File: config.mk
export PLATFORM = sky130hd
export DESIGN_NAME = memory_arbiter_flat
export DESIGN_NICKNAME = d
export VERILOG_FILES = /design/src/rtl/memory_arbiter_if.sv /design/src/rtl/memory_arbiter.sv /design/src/flat_wrapper.sv
export SDC_FILE = /design/constraint.sdc
export NUM_CORES = 1
export LEC_CHECK = 0
export BUFFER_PORTS_ARGS = -buffer_cell sky130_fd_sc_hd__buf_4
export CAP_MARGIN = 30
export CORE_MARGIN = 10
export CORE_UTILIZATION = 34
export CTS_CLUSTER_SIZE = 20
export DETAILED_ROUTE_END_ITERATION = 10
export GPL_TIMING_DRIVEN = 0
export HOLD_SLACK_MARGIN = 0.02
export PLACE_DENSITY = 0.89
export SYNTH_ARGS = -nofsm -noshare
export SYNTH_HDL_FRONTEND = slang
export SYNTH_SLANG_ARGS = --single-unit
File: constraint.sdc
create_clock -name clock -period 3.6 [get_ports clock]
set_input_delay 0.18 -clock clock [delete_from_list [all_inputs] [get_ports clock]]
set_output_delay 0.18 -clock clock [all_outputs]
set_load 0.02 [all_outputs]
File: src/rtl/memory_arbiter_if.sv
// Bus bundle between the cpu/aux requesters, the arbiter and the block RAM.
// The arbiter uses the slave modport; requesters and RAM sit on the master side.
interface memory_arbiter_if #(
  parameter int DATA_WIDTH = 16,
  parameter int ADDR_WIDTH = 16
);
  // cpu requester
  logic                  cpu_request;
  logic                  cpu_write_enable;
  logic [ADDR_WIDTH-1:0] cpu_address;
  logic [DATA_WIDTH-1:0] cpu_write_data;
  logic                  cpu_grant;
  logic                  cpu_read_valid;
  logic [DATA_WIDTH-1:0] cpu_read_data;

  // auxiliary requester
  logic                  aux_request;
  logic                  aux_write_enable;
  logic [ADDR_WIDTH-1:0] aux_address;
  logic [DATA_WIDTH-1:0] aux_write_data;
  logic                  aux_grant;
  logic                  aux_read_valid;
  logic [DATA_WIDTH-1:0] aux_read_data;

  // block RAM port
  logic [DATA_WIDTH-1:0] memory_read_data;
  logic                  memory_write_enable;
  logic [ADDR_WIDTH-1:0] memory_address;
  logic [DATA_WIDTH-1:0] memory_write_data;

  modport slave (
    input  cpu_request, cpu_write_enable, cpu_address, cpu_write_data,
    output cpu_grant, cpu_read_valid, cpu_read_data,
    input  aux_request, aux_write_enable, aux_address, aux_write_data,
    output aux_grant, aux_read_valid, aux_read_data,
    input  memory_read_data,
    output memory_write_enable, memory_address, memory_write_data
  );

  modport master (
    output cpu_request, cpu_write_enable, cpu_address, cpu_write_data,
    input  cpu_grant, cpu_read_valid, cpu_read_data,
    output aux_request, aux_write_enable, aux_address, aux_write_data,
    input  aux_grant, aux_read_valid, aux_read_data,
    output memory_read_data,
    input  memory_write_enable, memory_address, memory_write_data
  );
endinterface

File: src/rtl/memory_arbiter.sv
// Two-requester (cpu/aux) arbiter for a single-port block RAM.
// Same-cycle grant, round-robin on contention with a bounded hold window,
// and a tagged 1-cycle read return so data is flagged only to the reader.
module memory_arbiter #(
  parameter int DATA_WIDTH = 16,
  parameter int ADDR_WIDTH = 16,
  parameter int MAX_HOLD   = 4
) (
  input  logic              clock,
  input  logic              reset,
  memory_arbiter_if.slave   bus
);

  localparam int RL_W = $clog2(MAX_HOLD + 1);
  localparam logic [RL_W-1:0] HOLD_LIMIT = RL_W'(MAX_HOLD);

  typedef enum logic [1:0] {
    OWN_NONE = 2'd0,
    OWN_CPU  = 2'd1,
    OWN_AUX  = 2'd2
  } owner_t;

  owner_t          r_owner;
  owner_t          r_last_owner;
  logic [RL_W-1:0] r_run_length;
  logic            r_pend_valid;
  logic            r_pend_aux;

  owner_t                w_winner;
  logic                  w_cpu_req;
  logic                  w_aux_req;
  logic                  w_cpu_hold_ok;
  logic                  w_aux_hold_ok;
  logic                  w_mem_we;
  logic [ADDR_WIDTH-1:0] w_mem_addr;
  logic [DATA_WIDTH-1:0] w_mem_wdata;

  // Requests are masked while reset is held so no grant or strobe can leak out.
  always_comb begin
    w_cpu_req = bus.cpu_request & reset;
    w_aux_req = bus.aux_request & reset;
  end

  // Current owner may keep the port while under its hold budget or while uncontended.
  always_comb begin
    w_cpu_hold_ok = (r_owner == OWN_CPU) && w_cpu_req &&
                    ((r_run_length < HOLD_LIMIT) || !w_aux_req);
    w_aux_hold_ok = (r_owner == OWN_AUX) && w_aux_req &&
                    ((r_run_length < HOLD_LIMIT) || !w_cpu_req);
  end

  // Winner selection in priority order: owner hold, sole requester, round-robin tie.
  always_comb begin
    w_winner = OWN_NONE;
    if (w_cpu_hold_ok) begin
      w_winner = OWN_CPU;
    end else if (w_aux_hold_ok) begin
      w_winner = OWN_AUX;
    end else if (w_cpu_req && !w_aux_req) begin
      w_winner = OWN_CPU;
    end else if (w_aux_req && !w_cpu_req) begin
      w_winner = OWN_AUX;
    end else if (w_cpu_req && w_aux_req) begin
      w_winner = (r_last_owner == OWN_CPU) ? OWN_AUX : OWN_CPU;
    end
  end

  // Steer the winner's operands onto the RAM port; all zero when idle.
  always_comb begin
    w_mem_we    = 1'b0;
    w_mem_addr  = '0;
    w_mem_wdata = '0;
    case (w_winner)
      OWN_CPU: begin
        w_mem_we    = bus.cpu_write_enable;
        w_mem_addr  = bus.cpu_address;
        w_mem_wdata = bus.cpu_write_data;
      end
      OWN_AUX: begin
        w_mem_we    = bus.aux_write_enable;
        w_mem_addr  = bus.aux_address;
        w_mem_wdata = bus.aux_write_data;
      end
      default: begin
        w_mem_we    = 1'b0;
        w_mem_addr  = '0;
        w_mem_wdata = '0;
      end
    endcase
  end

  // Arbitration state and read-return tag; reset drops any in-flight read.
  always_ff @(posedge clock or negedge reset) begin
    if (!reset) begin
      r_owner      <= OWN_NONE;
      r_last_owner <= OWN_AUX;
      r_run_length <= '0;
      r_pend_valid <= 1'b0;
      r_pend_aux   <= 1'b0;
    end else begin
      r_owner <= w_winner;
      if (w_winner != OWN_NONE) begin
        r_last_owner <= w_winner;
      end

      if (w_winner == OWN_NONE) begin
        r_run_length <= '0;
      end else if (w_winner != r_owner) begin
        r_run_length <= RL_W'(1);
      end else if (r_run_length < HOLD_LIMIT) begin
        r_run_length <= r_run_length + RL_W'(1);
      end

      r_pend_valid <= (w_winner != OWN_NONE) && !w_mem_we;
      r_pend_aux   <= (w_winner == OWN_AUX);
    end
  end

  assign bus.cpu_grant           = (w_winner == OWN_CPU);
  assign bus.aux_grant           = (w_winner == OWN_AUX);
  assign bus.memory_write_enable = w_mem_we;
  assign bus.memory_address      = w_mem_addr;
  assign bus.memory_write_data   = w_mem_wdata;

  // Read data fans out to both requesters; only the tagged read_valid qualifies it.
  assign bus.cpu_read_valid = r_pend_valid && !r_pend_aux;
  assign bus.aux_read_valid = r_pend_valid &&  r_pend_aux;
  assign bus.cpu_read_data  = bus.memory_read_data;
  assign bus.aux_read_data  = bus.memory_read_data;

endmodule

File: src/flat_wrapper.sv
// flat-port wrapper written by rule: the top's interface ports become plain ports
module memory_arbiter_flat 
#(
  parameter int DATA_WIDTH = 16,
  parameter int ADDR_WIDTH = 16,
  parameter int MAX_HOLD   = 4
)
  (clock, reset, bus_cpu_request, bus_cpu_write_enable, bus_cpu_address, bus_cpu_write_data, bus_cpu_grant, bus_cpu_read_valid, bus_cpu_read_data, bus_aux_request, bus_aux_write_enable, bus_aux_address, bus_aux_write_data, bus_aux_grant, bus_aux_read_valid, bus_aux_read_data, bus_memory_read_data, bus_memory_write_enable, bus_memory_address, bus_memory_write_data);
  memory_arbiter_if #(.DATA_WIDTH(DATA_WIDTH), .ADDR_WIDTH(ADDR_WIDTH)) bus_i ();
  input  logic clock;
  input  logic reset;
  input wire logic [$bits(bus_i.cpu_request)-1:0] bus_cpu_request;
  input wire logic [$bits(bus_i.cpu_write_enable)-1:0] bus_cpu_write_enable;
  input wire logic [$bits(bus_i.cpu_address)-1:0] bus_cpu_address;
  input wire logic [$bits(bus_i.cpu_write_data)-1:0] bus_cpu_write_data;
  output wire logic [$bits(bus_i.cpu_grant)-1:0] bus_cpu_grant;
  output wire logic [$bits(bus_i.cpu_read_valid)-1:0] bus_cpu_read_valid;
  output wire logic [$bits(bus_i.cpu_read_data)-1:0] bus_cpu_read_data;
  input wire logic [$bits(bus_i.aux_request)-1:0] bus_aux_request;
  input wire logic [$bits(bus_i.aux_write_enable)-1:0] bus_aux_write_enable;
  input wire logic [$bits(bus_i.aux_address)-1:0] bus_aux_address;
  input wire logic [$bits(bus_i.aux_write_data)-1:0] bus_aux_write_data;
  output wire logic [$bits(bus_i.aux_grant)-1:0] bus_aux_grant;
  output wire logic [$bits(bus_i.aux_read_valid)-1:0] bus_aux_read_valid;
  output wire logic [$bits(bus_i.aux_read_data)-1:0] bus_aux_read_data;
  input wire logic [$bits(bus_i.memory_read_data)-1:0] bus_memory_read_data;
  output wire logic [$bits(bus_i.memory_write_enable)-1:0] bus_memory_write_enable;
  output wire logic [$bits(bus_i.memory_address)-1:0] bus_memory_address;
  output wire logic [$bits(bus_i.memory_write_data)-1:0] bus_memory_write_data;
  assign bus_i.cpu_request = bus_cpu_request;
  assign bus_i.cpu_write_enable = bus_cpu_write_enable;
  assign bus_i.cpu_address = bus_cpu_address;
  assign bus_i.cpu_write_data = bus_cpu_write_data;
  assign bus_cpu_grant = bus_i.cpu_grant;
  assign bus_cpu_read_valid = bus_i.cpu_read_valid;
  assign bus_cpu_read_data = bus_i.cpu_read_data;
  assign bus_i.aux_request = bus_aux_request;
  assign bus_i.aux_write_enable = bus_aux_write_enable;
  assign bus_i.aux_address = bus_aux_address;
  assign bus_i.aux_write_data = bus_aux_write_data;
  assign bus_aux_grant = bus_i.aux_grant;
  assign bus_aux_read_valid = bus_i.aux_read_valid;
  assign bus_aux_read_data = bus_i.aux_read_data;
  assign bus_i.memory_read_data = bus_memory_read_data;
  assign bus_memory_write_enable = bus_i.memory_write_enable;
  assign bus_memory_address = bus_i.memory_address;
  assign bus_memory_write_data = bus_i.memory_write_data;
  memory_arbiter #(.DATA_WIDTH(DATA_WIDTH), .ADDR_WIDTH(ADDR_WIDTH), .MAX_HOLD(MAX_HOLD)) u_core (.clock(clock), .reset(reset), .bus(bus_i));
endmodule
# --- Yosys cells after proc, flatten, opt, wreduce, memory -nomap -nowiden ---
# Cells that the tools add are included.
totals:
  input_bits: 86
  word_cells: 46
  output_inout_bits: 69
  register_bits: 9
classes:
  n_addsub: 1
  n_eq_ne: 6
  n_bitwise: 2
  reduce_logical: 19
  order_cmp: 1
  n_mux: 12
op_table:
  columns: ["operator", "n"]
  rows:
  - ["16-bit case mux with 2 select lines", 2]
  - ["2-bit 2-to-1 mux", 6]
  - ["1-bit logical AND", 10]
  - ["3-bit 2-to-1 mux", 3]
  - ["2-bit by 1-bit equality test with 1-bit output, second input constant", 3]
  - ["2-bit equality test, second input constant", 2]
  - ["1-bit logical NOT", 4]
  - ["3-bit by 1-bit adder with 3-bit output, second input constant", 1]
  - ["3-bit < comparator, second input constant", 1]
  - ["3-bit nonzero test", 1]
  - ["1-bit AND", 2]
  - ["2-bit logical NOT", 1]
  - ["1-bit logical OR", 2]
  - ["2-bit inequality test", 1]
  - ["1-bit case mux with 2 select lines", 1]
  - ["2-bit nonzero test", 1]

# --- Logic depth before layout (Yosys ltp) ---
depth:
  depth_word: 11
  ltp_mapped: 9
  ltp_nobuf: 7

# --- Worst setup path after synthesis ---
# Ideal clock, no wire load.
synth_path:
  path_type: "flip-flop to output port"
  start: "register u_core.r_run_length[2]"
  end: "output bus_memory_address[0]"
  required_time_ps: 3420
  n_path_buf: 3
  slack_ps: 1043
  path_stages_with_launch: 10
  arrival_time_ps: 2377
  cell_sequence: "dfrtp_1 > buf_6 > a21o_1 > o2111a_1 > or2_2 > ha_1 > nor2b_1 > clkdlybuf4s25_2 > buf_2 > a22o_1"
synth_between:
  elab_chain_len: 7
  word_cells_on_any_way: 10
  cone_classes: "order compare: 1; eq/ne: 2; mux: 3; reduce/logical: 4"
synth_rtl:
  columns: ["item", "line", "text"]
  rows:
  - ["start, declared", "memory_arbiter.sv:25", "logic [RL_W-1:0] r_run_length;"]
  - ["start signal, assigned", "memory_arbiter.sv:111", "r_run_length <= r_run_length + RL_W'(1);"]
  - ["3-bit < comparator (*)", "memory_arbiter.sv:47, memory_arbiter.sv:49", null]
  - ["1-bit logical OR", "memory_arbiter.sv:49", "((r_run_length < HOLD_LIMIT) || !w_cpu_req);"]
  - ["1-bit logical AND", "memory_arbiter.sv:48", "w_aux_hold_ok = (r_owner == OWN_AUX) && w_aux_req &&"]
  - ["2-bit 2-to-1 mux", "memory_arbiter.sv:57", "end else if (w_aux_hold_ok) begin"]
  - ["2-bit 2-to-1 mux (*)", "memory_arbiter.sv:55", "if (w_cpu_hold_ok) begin"]
  - ["2-bit by 1-bit equality test with 1-bit output (*)", null, null]
  - ["via bus_cpu_grant", "flat_wrapper.sv:16", "output wire logic [$bits(bus_i.cpu_grant)-1:0] bus_cpu_grant;"]
  - ["16-bit case mux with 2 select lines (*)", "memory_arbiter.sv:73", "case (w_winner)"]
  - ["end, declared", "flat_wrapper.sv:28", "output wire logic [$bits(bus_i.memory_address)-1:0] bus_memory_address;"]
# The timed path passes the listed nets; every way through them passes the cells marked *.

# --- Final worst setup path ---
layout_path:
  start: "input reset"
  end: "output bus_memory_address[12]"
layout_between:
  elab_chain_len: 9
  word_cells_on_any_way: 21
  cone_classes: "eq/ne: 2; mux: 6; bitwise: 2; reduce/logical: 11"
layout_rtl:
  columns: ["item", "line", "text"]
  rows:
  - ["start, declared", "flat_wrapper.sv:11", "input logic reset;"]
  - ["1-bit AND, on equally long branches", "memory_arbiter.sv:40, memory_arbiter.sv:41", null]
  - ["1-bit logical AND or 1-bit logical NOT (tied branches)", "memory_arbiter.sv:63, memory_arbiter.sv:49, memory_arbiter.sv:61", null]
  - ["2-bit 2-to-1 mux or 1-bit logical AND (tied branches)", "memory_arbiter.sv:63, memory_arbiter.sv:61", null]
  - ["2-bit 2-to-1 mux", "memory_arbiter.sv:61", "end else if (w_aux_req && !w_cpu_req) begin"]
  - ["2-bit 2-to-1 mux", "memory_arbiter.sv:59", "end else if (w_cpu_req && !w_aux_req) begin"]
  - ["2-bit 2-to-1 mux", "memory_arbiter.sv:57", null]
  - ["2-bit 2-to-1 mux (*)", "memory_arbiter.sv:55", null]
  - ["2-bit equality test or 2-bit by 1-bit equality test with 1-bit output (tied branches)", "memory_arbiter.sv:73", null]
  - ["16-bit case mux with 2 select lines (*)", "memory_arbiter.sv:73", null]
# Every way passes the cells marked *; elsewhere a longest branch is shown, timed or not.

==> results.sh <==
export IMPL_crit_family="buffers and inverters"
export IMPL_drc=0
export IMPL_report_final_hold_viol_count=0
export IMPL_relSlewSlack=0.6526
export IMPL_drt_vias_per_instance=4.698
export IMPL_clkTransAtPathRegs_ps=60
export IMPL_required_ps=3420
export IMPL_start_kind="input port"
export IMPL_outcome="completed"
export IMPL_antenna_found_initial=0
export IMPL_max_clock_path_buffers=2
export IMPL_synth_seq_area_share=0.1970
export IMPL_drive_above_1_share=0.7100
export IMPL_reg2reg_to="u_core.r_pend_valid"
export IMPL_hpwlAfterDp_mm=5.100
export IMPL_p_leak_uw=0.001267
export IMPL_synth_area_um2=1150
export IMPL_dp_slack_ps=804.3
export IMPL_final_antenna_net_count=0
export IMPL_grt_overflow_total=0
export IMPL_die_area_um2=6108
export IMPL_cpMostUsedCell="buf_4"
export IMPL_n_antenna_cell=0
export IMPL_io_buffers=138
export IMPL_grt_pass1_wl_mm=8.238
export IMPL_fp_dieH_um=78.16
export IMPL_clock_sinks=9
export IMPL_hold_end="u_core.r_pend_valid"
export IMPL_crit_slowest_cell="dlygate4sd3_1"
export IMPL_first_iter_violations=45
export IMPL_irDropWorstVdd_mv=0.2073
export IMPL_avgSynthCellArea_um2=9.126
export IMPL_r2r_start="u_core.r_run_length[2]"
export IMPL_grt_pass1_vias=1510
export IMPL_min_path_cells=2
export IMPL_cp_max_fo=14
export IMPL_fin_worst_skew_ps=1.131
export IMPL_rrSetupSlack_ps=1160
export IMPL_max_slew_worst_pin_slew_ps=520.2
export IMPL_die_width_um=78.16
export IMPL_drv_cap=0
export IMPL_synth_warnings=0
export IMPL_cts_resized=0
export IMPL_wl_per_cell_um=18.19
export IMPL_grt_max_degree=15
export IMPL_crit_path_end_kind="output port"
export IMPL_area_growth_pct=98.26
export IMPL_fin_crit_sh=0.8958
export IMPL_drt_total_wl_mm=5.731
export IMPL_critPathKind="in2out"
export IMPL_clk_latency_ps=270
export IMPL_met2WireLength_mm=3.042
export IMPL_min_path_type="in2reg"
export IMPL_grt_use_total=0.1656
export IMPL_final_cells=315
export IMPL_nets=359
export IMPL_crit_buf_inv=5
export IMPL_htree_levels=1
export IMPL_fin_util=0.6886
export IMPL_hp_start="bus_aux_write_enable"
export IMPL_rr_worst_depth=8
export IMPL_core_um2=3311
export IMPL_via_count=1480
export IMPL_fillCellCount=303
export IMPL_dpl_cell_area_um2=2243
export IMPL_synth_cell_type_count=35
export IMPL_place_inst=310
export IMPL_rows=21
export IMPL_setup_slack_ps=375.1
export IMPL_post_route_min_period_ps=3225
export IMPL_pwr_density_cell_nw_per_um2=251.5
export IMPL_met1_length_mm=2.022
export IMPL_syn_inst=126
export IMPL_cpPeakStageDelay_ps=520
export IMPL_design_area_um2=2280
export IMPL_syn_nets=215
export IMPL_cts_made_buffers=3
export IMPL_clockRootBuffer="clkbuf_4"
export IMPL_gp_congestion=0.7932
export IMPL_path_cells="dlygate4sd3_1, buf_4, nand3_1, o2111a_1, or2_2, ha_1, nor2b_1, clkdlybuf4s25_2, buf_2, a22o_1, buf_4"
export IMPL_ys_ff_latch=9
export IMPL_cts_tree="yes"
export IMPL_rsz0062_at_grt="no"
export IMPL_slew_viol_final=0
export IMPL_ios=155
export IMPL_fmax_mhz=310.1
export IMPL_finalSetupViolCount=0
export IMPL_first_pass_iters=4
export IMPL_maxUsedRoutingLayer="met4"
export IMPL_fin_setup_tns_ps=0
export IMPL_arrival_ps=3040
export IMPL_met3_length_um=592
export IMPL_start_util=0.3473
[worst max-delay path by stage]
stage	startpoint	end	slack, ps	cells after the start
after CTS	reset	bus_memory_address[12]	370	11
after detailed placement	u_core.r_run_length[2]	bus_memory_address[12]	800	10
final	reset	bus_memory_address[12]	380	11
after floorplan	u_core.r_run_length[2]	bus_memory_address[0]	1040	9
after global routing	reset	bus_memory_write_data[2]	180	11
after global placement	u_core.r_run_length[2]	bus_memory_write_data[6]	840	10
[Yosys cell counts]
master	instances	area share
a2111oi_2	1	0.013
a211oi_1	1	0.0065
a211oi_2	1	0.011
a211oi_4	1	0.017
a21o_1	4	0.026
a21o_2	1	0.0076
a221oi_1	1	0.0076
a22o_1	32	0.24
a22oi_1	1	0.0065
a31o_2	1	0.0076
a31oi_1	1	0.0054
and2_1	1	0.0054
buf_2	3	0.013
buf_4	32	0.21
buf_6	4	0.039
clkdlybuf4s25_2	1	0.0087
dfrtp_1	8	0.17
dfstp_2	1	0.023
ha_1	3	0.033
inv_1	4	0.013
mux2i_1	1	0.0087
nand2_1	2	0.0065
nand2b_1	2	0.011
nand3_1	1	0.0043
nand3b_1	1	0.0065
nor2_1	5	0.016
nor2b_1	2	0.011
nor3_1	1	0.0043
nor4b_1	1	0.0076
o2111a_1	1	0.0098
o21ai_0	1	0.0043
o32ai_1	1	0.0076
or2_2	3	0.016
or2_4	1	0.0076
xnor2_1	1	0.0076
[sequential cells by signal (all words and copies together) (netlist names)]
signal and flops:
u_core.r_owner 2, u_core.r_pend_valid 1, u_core.r_last_owner 2, u_core.r_pend_aux 1, u_core.r_run_length 3
[area by class of cell]
class	count	area [um^2]	area share
Buffer	40	310.3	0.1361
Clock buffer	4	26.28	0.01153
Tap cell	46	57.56	0.02525
Inverter	4	15.01	0.006586
Timing Repair Buffer	139	1046	0.4588
Sequential cell	9	226.5	0.09934
Multi-Input combinational cell	73	598.1	0.2623
[power breakdown]
group	leakage (uW)	switching [uW]	internal, uW	total, uW
combinational	0.00114	173	195	368
sequential	0.000114	9.73	117	126
clock	0.0000150	35.8	42.7	78.6
total	0.00127	219	355	573
[metrics by stage]
| step | hold WS, ps | total power (uW) |
|---|---|---|
| final | 116.7 | 573.2 |
| after global routing | 116.5 | 608.0 |
| after CTS | 109.1 | 579.4 |
| after detailed placement | 25.33 | 498.2 |
| after global placement | 23.85 | 491.6 |
| after floorplan | -115.6 | 328.9 |
[placed cells by master (no fill, tap or decap), types with 2 or more instances in the layout]
| master | synthesis | routed |
|---|---|---|
| a22o_1 | 32 | 32 |
| nor2b_1 | 2 | 2 |
| buf_6 | 4 | 4 |
| a21o_1 | 4 | 4 |
| clkbuf_4 | 0 | 3 |
| nand2b_1 | 2 | 2 |
| dfrtp_1 | 8 | 8 |
| buf_4 | 32 | 170 |
| inv_1 | 4 | 4 |
| ha_1 | 3 | 3 |
| or2_2 | 3 | 3 |
| buf_2 | 3 | 3 |
| nor2_1 | 5 | 5 |
| nand2_1 | 2 | 2 |
[metal layers]
metal	vias to the layer above	track usage
met2	81	0.3026
met5	-	0
met3	8	0.06834
li1	724	-
met4	0	0.05018
met1	667	0.1676
[kinds of logic after synthesis]
kind of cell	after synthesis	share of synthesized area
buffers and inverters	44	0.2829
AOI/OAI and AO/OA	48	0.3743
muxes	1	0.008705
xor gates and xnor gates	1	0.007618
adders and majority gates	3	0.03265
and+or+nand+nor	20	0.09685
DFF	9	0.1970
[timing repair]
action | 4_1_cts | 5_1_grt
hold endpoints to repair | 9 | 0
buffers inserted | 0 | 0
hold buffers | 1 | 0
Power figures use the tool's default switching activity.
